$ cat src/rtl/pcs_40g_tx_sched.sv
// pcs_40g_tx_sched: per-cycle sequencing for the 40GBASE-R PCS transmit path.
// Each enabled cycle is a gearbox stall, an alignment-marker slot, or a MAC data
// slot. Outputs decode from registered state only.
// Build macro: PCS_TX_SCHED_GB_EN enables the 66b->64b gearbox stall logic;
// leave it undefined for a 66-bit PMA build, which has no stall cycles.
module pcs_40g_tx_sched #(
    parameter int LANE_N    = 4,
    parameter int AM_GAP    = 16383,
    parameter int GB_PERIOD = 33
) (
    input  logic                         clk,
    input  logic                         nreset,
    input  logic                         en_i,
    output logic                         ready_o,
    output logic                         am_v_o,
    output logic                         bip_clr_o,
    output logic                         gb_stall_o,
    output logic [$clog2(GB_PERIOD)-1:0] gb_seq_o
);

    localparam int GB_W  = $clog2(GB_PERIOD);
    localparam int CNT_W = $clog2(AM_GAP + 1);
    localparam logic [CNT_W-1:0] CNT_AM   = CNT_W'(AM_GAP);
    // All lanes run in lockstep; a build with no lanes never enables.
    localparam bit               LANES_OK = (LANE_N > 0);

    logic             en_q;
    logic [CNT_W-1:0] blk_cnt_q;
    logic             bip_q;
    logic             gb_stall;
    logic             am_v;
    logic             ready;

`ifdef PCS_TX_SCHED_GB_EN
    localparam logic [GB_W-1:0] GB_LAST = GB_W'(GB_PERIOD - 1);

    logic [GB_W-1:0] gb_seq_q;

    // Gearbox phase: advances every enabled cycle, wraps at the period end.
    always_ff @(posedge clk) begin
        if (nreset)
            gb_seq_q <= '0;
        else if (en_q)
            gb_seq_q <= (gb_seq_q == GB_LAST) ? '0 : gb_seq_q + GB_W'(1);
    end

    assign gb_stall = en_q & (gb_seq_q == GB_LAST);
    assign gb_seq_o = gb_seq_q;
`else
    assign gb_stall = 1'b0;
    assign gb_seq_o = '0;
`endif

    // Stall beats marker; a marker that is due waits out the stall.
    assign am_v  = en_q & ~gb_stall & (blk_cnt_q == CNT_AM);
    assign ready = en_q & ~gb_stall & ~am_v;

    // Registered enable, so no input reaches an output combinationally.
    always_ff @(posedge clk) begin
        if (nreset)
            en_q <= 1'b0;
        else
            en_q <= en_i & LANES_OK;
    end

    // Data-slot counter; resets to AM_GAP so the first slot after enable is a marker.
    always_ff @(posedge clk) begin
        if (nreset)
            blk_cnt_q <= CNT_AM;
        else if (en_q) begin
            if (am_v)
                blk_cnt_q <= '0;
            else if (ready)
                blk_cnt_q <= blk_cnt_q + CNT_W'(1);
        end
    end

    // BIP restart follows each marker by one cycle.
    always_ff @(posedge clk) begin
        if (nreset)
            bip_q <= 1'b0;
        else
            bip_q <= am_v;
    end

    assign ready_o    = ready;
    assign am_v_o     = am_v;
    assign gb_stall_o = gb_stall;
    assign bip_clr_o  = en_q & bip_q;

endmodule

$ cat config.mk
export PLATFORM = sky130hd
export DESIGN_NAME = pcs_40g_tx_sched
export DESIGN_NICKNAME = d
export VERILOG_FILES = /design/src/rtl/pcs_40g_tx_sched.sv
export SDC_FILE = /design/constraint.sdc
export NUM_CORES = 1
export LEC_CHECK = 0
export ABC_CLOCK_PERIOD_IN_PS = 1500
export BUFFER_PORTS_ARGS = -buffer_cell sky130_fd_sc_hd__buf_4
export CORE_MARGIN = 4
export CORE_UTILIZATION = 40
export CTS_BUF_LIST = sky130_fd_sc_hd__clkbuf_4 sky130_fd_sc_hd__clkbuf_8
export DETAILED_ROUTE_END_ITERATION = 12
export PLACE_DENSITY = 0.65
export SYNTH_ARGS = -nofsm -noshare
export SYNTH_HDL_FRONTEND = slang
export SYNTH_SLANG_ARGS = --single-unit
$ cat constraint.sdc
create_clock -name clk -period 1.5 [get_ports clk]
set_clock_uncertainty 0.2 [all_clocks]
set_input_delay 0.075 -clock clk [delete_from_list [all_inputs] [get_ports clk]]
set_output_delay 0.075 -clock clk [all_outputs]
set_load 0.01 [all_outputs]
# ---- Word-level counts from Yosys, hierarchy flattened
# Cells that the tools add are included.
dict set report totals {
  register_bits 16
  in_bits 3
  out_inout_bits 10
  word_cells 13
}
dict set report op_classes {
  addsub 1
  n_eq_ne 1
  n_mux 2
  bitwise 4
  n_reduce_logical 2
}
# op n
set ops {}
lappend ops {{2-to-1 mux 14 bit} 2}
lappend ops {{adder 14 x 1 -> 14 bit (second input constant)} 1}
lappend ops {{== test 14 bit (second input constant)} 1}
lappend ops {{bitwise AND 1 bit} 3}
lappend ops {{AND reduction 2 bit} 1}
lappend ops {{nonzero test 2 bit} 1}
lappend ops {{inverter 1 bit} 1}

# ---- Longest topological paths before layout
# Gate-level depths: netlist (run 1).
dict set report logic_depth {
  ltp_word 6
  depth_mapped 6
  mapped_depth_nobuf 5
}

# ---- Worst setup path before layout (run 1)
# No wires, ideal clock.
dict set report synth_path {
  path_kind {reg2reg}
  from {register blk_cnt_q[0]}
  to {register blk_cnt_q[11]}
  t_arrival_ns 1.376
  t_required_ns 1.168
  setup_slack_ns -0.209
  path_stages_with_launch 7
  path_buffers 1
  period_less_slack_ns 1.709
  path_cell_list {dfxtp_1 ha_1 and3_1 clkbuf_1 nand2_1 nor2_1 o21bai_1}
}
dict set report synth_between {
  elab_chain_cells 6
  word_cells_on_any_way 9
  classes_between {add/sub (1); eq/ne (1); mux (2); bitwise (3); reduce/logical (2)}
}
# item line
set synth_lines {}
lappend synth_lines {{start: declaration} 28} ;# logic [CNT_W-1:0] blk_cnt_q;
lappend synth_lines {{start signal: assignment} 74} ;# blk_cnt_q <= blk_cnt_q + CNT_W'(1);
lappend synth_lines {{== test 14 bit *} 55} ;# assign am_v = en_q & ~gb_stall & (blk_cnt_q == CNT_AM);
lappend synth_lines {{bitwise AND 1 bit *} 55}
lappend synth_lines {{via am_v_o} 15} ;# output logic am_v_o,
lappend synth_lines {{inverter 1 bit} 56} ;# assign ready = en_q & ~gb_stall & ~am_v;
lappend synth_lines {{bitwise AND 1 bit} 56}
lappend synth_lines {{nonzero test 2 bit (no line)} --}
lappend synth_lines {{AND reduction 2 bit (no line)} --}
# Mark *: on every way through the listed nets, which the timed path passes. The rest lies on a longest branch. The select of a mux whose other input is x is not followed.
# A chain may end at the register's enable or synchronous reset.

# ---- Final worst setup path (run 1)
dict set report layout_path {
  from {register blk_cnt_q[11]}
  to {output port am_v_o}
}
dict set report layout_between {
  elab_chain_cells 2
}
# item line
set layout_lines {}
lappend layout_lines {{== test 14 bit} 55}
lappend layout_lines {{bitwise AND 1 bit} 55}
lappend layout_lines {{end: declaration} 15}
# Every way passes these cells.

==> run summary, run 1 <==
Status: finished with violations
Violated checks: negative setup slack
CP Max Fanout: 3
Wire per inst: 12.2 um
Clock tree buffer depth: 2
Largest net degree at the start of global routing: 18
Die Footprint: 2740 um2
Ys async rst share: 0%
R2R Path Start: blk_cnt_q[11]
Crit. End Element: output pin
Core ar.: 1800 um2
Tot GR Track Use: 13.7%
CP Launch Type: flop
R2R setup slack: -0.07 ns
Site Rows: 15
Vias/cell: 4.76
First-pass iteration count of the detailed router: 4
DP Cell Count: 121
Num CTS Buffers: 3
TritonCTS clock tree: built
Gr ovfl total: 0
Combinational share of power: 42.6%
Synth area leaders: dfxtp_1 41%, xor2_1 8.9%, buf_4 6.7%
Min Tclk post-route: 1.64 ns
Highest clock rate: 611 MHz
Clock transition at path regs: 0.08 ns
Switch Pwr: 420 uW
Leakage: 0.000460 uW
Number of nets with antenna violations after routing: 0
Final Hold Viols: 0
Hold Crit Endpoint: blk_cnt_q[6]
DRC viols: 0
R2r worst-path depth: 7
Fillers: 155
Initial DRC count: 8
Area Overhead vs Synth: 40.0%
Via Count: 643
Crit-path slowest cell: dfxtp_2
Post-Layout Cell Count: 135
Clock sink count: 16
Final setup margin: -0.135 ns
Die X: 52.3 um
Crit path arrival time: 1.36 ns
Sequential Power Share: 40.7%
Most used cell along the critical path: buf_6
Max VDD drop: 737 uV
Synthesized instance count: 83
Slew Limit Fails: 0
Placer Congestion: 0.798
Ys flop type: dfxtp_1
Ports: 13
Final TNS setup: -0.590 ns
Share of layout cells above drive strength 1: 45.5%
IO buf count: 5
CP cell instances: and4_4, nand4_4, buf_6, nor2_4, buf_6
Fin util: 61.0%
Syn Std Cell Area: 786 um2
Dpl hpwl: 1020 um
Top post-synthesis cells by count: 16 x dfxtp_1, 8 x xor2_1, 7 x buf_4, 7 x o21bai_1
Die height: 52.3 um
Global-route wire length before repair: 2750 um
Top-count cell post-synth: dfxtp_1
Worst Hold Slack: 0.286 ns
Initial Util: 43.6%
Ant diodes: 0
Worst Hold Path Cells: 2
Pwr Density: 1200 nW/um2
Min-Delay Startpoint: blk_cnt_q[6]
Final Cycle Share: 109%
Internal Power: 897 uW
Vias in the first global route: 644
RSZ-0062 raised after global routing: true
Initial antenna violation count: 0
Worst-Skew Late Latency: 0.28 ns
Hold Crit Class: flop to flop
RR Endpoint: blk_cnt_q[5]
Critical Path RT: 1.22 ns
Fin nets: 116
Pre-CTS WS: -0.0511 ns
Fraction of power consumed by the clock network: 16.7%
# setup viols final: 8
Post-Route WL: 1650 um
Synth unique cells: 29
Flop and latch count out of synthesis: 16
Yosys top cell area share: 40.8%
Root Driver: clkbuf_4
Synth area leader: dfxtp_1
Kind of critical path: flop to output pin
EDFF count, synth: 0
Sequential share of the synthesized area: 40.8%
Slowest stage delay, CP: 0.34 ns
Max-Cap Viols: 0
Post-synthesis average cell area: 9.47 um2
H-tree level count: 1
Switching share of power: 31.9%
Yosys synthesis warning count: 0
[final cells by class]
type                            instances  area, um2  area share, %
Inverter                                2       7.51          0.683
Sequential cell                        16        333           30.3
Timing Repair Buffer                   29        248           22.5
Clock buffer                            3       22.5           2.05
Tap cell                               25       31.3           2.84
Multi-Input combinational cell         60        458           41.6
[power groups by stage]
stage | Sequential (uW) | Combinational [uW] | Clock, uW
2_1_floorplan | 547 | 310 | 0
3_3_place_gp | 538 | 435 | 0
3_5_place_dp | 540 | 436 | 0
4_1_cts | 532 | 516 | 229
5_1_grt | 545 | 611 | 249
6_report | 536 | 561 | 220
[per-layer routing]
| layer | global-route usage, % | wire length [um] |
|---|---|---|
| met2 | 21.3 | 785 |
| met5 | 0 | 0 |
| met3 | 2.56 | 63 |
| met1 | 17.2 | 748 |
| met4 | 8.94 | 51 |
[worst max path at each step]
stage / start / to / slack [ns] / depth (start not counted)
3_3_place_gp: blk_cnt_q[6] / blk_cnt_q[1] / -0.03 / 5
5_1_grt: blk_cnt_q[11] / am_v_o / -0.20 / 5
6_report: blk_cnt_q[11] / am_v_o / -0.14 / 5
4_1_cts: blk_cnt_q[11] / ready_o / -0.12 / 5
2_1_floorplan: blk_cnt_q[3] / blk_cnt_q[1] / -0.07 / 6
3_5_place_dp: blk_cnt_q[1] / blk_cnt_q[10] / -0.05 / 5
[logic make-up (layout without fill, tap and decap cells)]
family	after synthesis	count (layout)	share of synthesized area (%)
AOI/OAI and AO/OA	13	13	12.1
xor gates and xnor gates	9	9	10.0
adders and majority gates	1	1	1.59
buffers and inverters	13	34	10.5
DFF	16	16	40.8
muxes	1	1	1.27
other	1	7	0.477
and+or+nand+nor	29	29	23.2
[cell usage in the layout, fill, tap and decap left out, types with 4 or more instances in the layout]
cell and n:
xor2_1 8, dfxtp_1 6, buf_6 6, o21bai_1 7, nand4_1 4, nand2b_1 4, dfxtp_2 10, conb_1 7
buf_4 20, nand2_1 4
[stage by stage]
stage / power, uW / cell area [um2]
after global routing: 1400 / 1100
after floorplan: 856 / 823
after detailed placement: 976 / 913
after CTS: 1280 / 1040
after global placement: 973 / 913
final: 1320 / 1100
[registers in the layout, summed over array words and instances, names as in the netlist]
signal and flops:
en_q 1, bip_q 1, blk_cnt_q 14
[critical path, delay by kind of cell, from the launching register on]
| kind | cells | cell delay, ns |
|---|---|---|
| AND/OR/NAND/NOR | 3 | 0.49 |
| buffers and inverters | 2 | 0.25 |
| flip-flops | 1 | 0.34 |
[timing repair]
item / CTS / global route
pin swaps: 4 / 6
resized for setup: 17 / 8
endpoints found under the setup margin: 10 / 12
hold buffers: 3 / 0
setup buffers: 5 / 3
endpoints found under the hold margin: 16 / 0
Power figures use the tool's default switching activity.
==> run 2: changes to the inputs <==
--- a/config.mk
+++ b/config.mk
@@ -6,12 +6,12 @@
 export NUM_CORES = 1
 export LEC_CHECK = 0
 export ABC_CLOCK_PERIOD_IN_PS = 1500
-export BUFFER_PORTS_ARGS = -buffer_cell sky130_fd_sc_hd__buf_4
 export CORE_MARGIN = 4
 export CORE_UTILIZATION = 40
 export CTS_BUF_LIST = sky130_fd_sc_hd__clkbuf_4 sky130_fd_sc_hd__clkbuf_8
 export DETAILED_ROUTE_END_ITERATION = 12
-export PLACE_DENSITY = 0.65
+export DONT_BUFFER_PORTS = 1
+export PLACE_DENSITY = 0.59
 export SYNTH_ARGS = -nofsm -noshare
 export SYNTH_HDL_FRONTEND = slang
 export SYNTH_SLANG_ARGS = --single-unit
==> run summary, run 2 (same netlist as run 1, synthesis figures left out) <==
Reg with most FFs: blk_cnt_q
Die height: 52.3 um
Final TNS setup: -0.954 ns
Max-Cap Viols: 0
Wire per inst: 12.9 um
First-pass iteration count of the detailed router: 4
Internal Power: 908 uW
Root Driver: clkbuf_4
Min Tclk post-route: 1.66 ns
CP cell instances: and4_4, nand4_4, buf_6, nor2_4, buf_6
Pre-CTS WS: -0.0750 ns
Initial Util: 43.6%
RSZ-0062 raised after global routing: true
Post-Route WL: 1670 um
Final Hold Viols: 0
Total Power: 1340 uW
Largest net degree at the start of global routing: 18
Highest clock rate: 602 MHz
Fillers: 163
Ports: 13
Final setup margin: -0.162 ns
Max VDD drop: 700 uV
Initial antenna violation count: 0
Site Rows: 15
Final Cycle Share: 111%
Gr ovfl total: 0
Vias/cell: 5.01
Fraction of power consumed by the clock network: 16.6%
Critical Path RT: 1.22 ns
Crit. End Element: output pin
Pwr Density: 1270 nW/um2
H-tree level count: 1
Die X: 52.3 um
Share of layout cells above drive strength 1: 46.2%
Tot GR Track Use: 13.0%
Post-route cell area: 1060 um2
CP Max Fanout: 3
Fin nets: 110
Worst-Skew Late Latency: 0.29 ns
Switch Pwr: 437 uW
Status: finished with violations
Commonest cells after routing, fill and taps aside: 15 x buf_4, 10 x dfxtp_2, 8 x xor2_1
Most common cell after layout, fill and taps aside: buf_4
Dpl hpwl: 1010 um
Via Count: 646
Placed instance area: 891 um2
Slew Limit Fails: 0
Slowest stage delay, CP: 0.34 ns
Worst Hold Path Cells: 2
Combinational share of power: 42.6%
Crit path arrival time: 1.39 ns
Kind of critical path: flop to output pin
Global-route wire length before repair: 2610 um
Number of nets with antenna violations after routing: 0
Die Footprint: 2740 um2
Crit-path slowest cell: dfxtp_2
Max FFs per register: 14
Clock tree buffer depth: 2
Rel. slew slack: 64.3%
Worst Hold Slack: 0.256 ns
Clock transition at path regs: 0.09 ns
Hold Crit Class: primary input to flop
Initial DRC count: 12
Violated checks: negative setup slack
Leakage: 0.000435 uW
Ant diodes: 0
Area Overhead vs Synth: 34.7%
TritonCTS clock tree: built
Slew @ Worst Pin: 0.533 ns
Switching share of power: 32.5%
DRC viols: 0
R2r worst-path depth: 7
Sequential Power Share: 40.7%
# setup viols final: 12
Most used cell along the critical path: buf_6
Vias in the first global route: 628
Core ar.: 1800 um2
IO buf count: 0
Placer Congestion: 0.799
CP Launch Type: flop
Num CTS Buffers: 3
Top Registers: blk_cnt_q: 14 flops, bip_q: 1 flops, en_q: 1 flops
Clock sink count: 16
run 2: cell types whose count changed in the layout (fill, tap and decap cells not counted), sizes merged:
cell and change:
buf -5, dlygate4sd3 -1
run 2: metal layers:
metal / track usage [%] / share of wire (%) / wire length, um
met5: 0 / 0 / 0
met4: 6.38 / 2.6 / 43
met3: 2.56 / 4.1 / 68
met2: 21.9 / 49 / 810
met1: 15.4 / 45 / 744
run 2: area by class of cell:
type / instances / area, um2 / share of cell area (%)
Inverter: 2 / 7.51 / 0.709
Sequential cell: 16 / 333 / 31.4
Tap cell: 25 / 31.3 / 2.96
Clock buffer: 3 / 22.5 / 2.13
Timing Repair Buffer: 23 / 200 / 18.9
Multi-Input combinational cell: 60 / 464 / 43.9
run 2: stage by stage:
step | util (%) | std cells
after floorplan | - | 89
after global placement | 49.4 | 118
after detailed placement | 49.4 | 118
after CTS | 55.1 | 127
after global routing | 58.8 | 129
final | 58.8 | 129
run 2: repair_timing:
action / in CTS / in global routing
buffers inserted: 4 / 2
setup endpoints to repair: 13 / 15
hold endpoints to repair: 16 / 0
pin swaps: 6 / 8
hold buffers: 2 / 0
gates resized for setup: 13 / 12
run 2: final timing paths:
| check | start | endpoint | slack [ns] |
|---|---|---|---|
| max | blk_cnt_q[10] | am_v_o | -0.16 |
| min | en_i | en_q | 0.26 |
| max reg2reg | blk_cnt_q[10] | blk_cnt_q[9] | -0.10 |
| min reg2reg | blk_cnt_q[11] | blk_cnt_q[11] | 0.35 |
run 2: power by group through the flow:
stage / clock, uW / combinational [uW] / sequential (uW)
final: 223 / 574 / 548
after global routing: 250 / 623 / 555
after CTS: 229 / 526 / 540
after detailed placement: 0 / 423 / 543
after global placement: 0 / 420 / 541
after floorplan: 0 / 310 / 547
run 2: worst max-delay path: cells and delay by family, from the launching register on:
family | cells | cell delay [ns]
AND/OR/NAND/NOR | 3 | 0.50
flip-flops | 1 | 0.34
buffers and inverters | 2 | 0.28
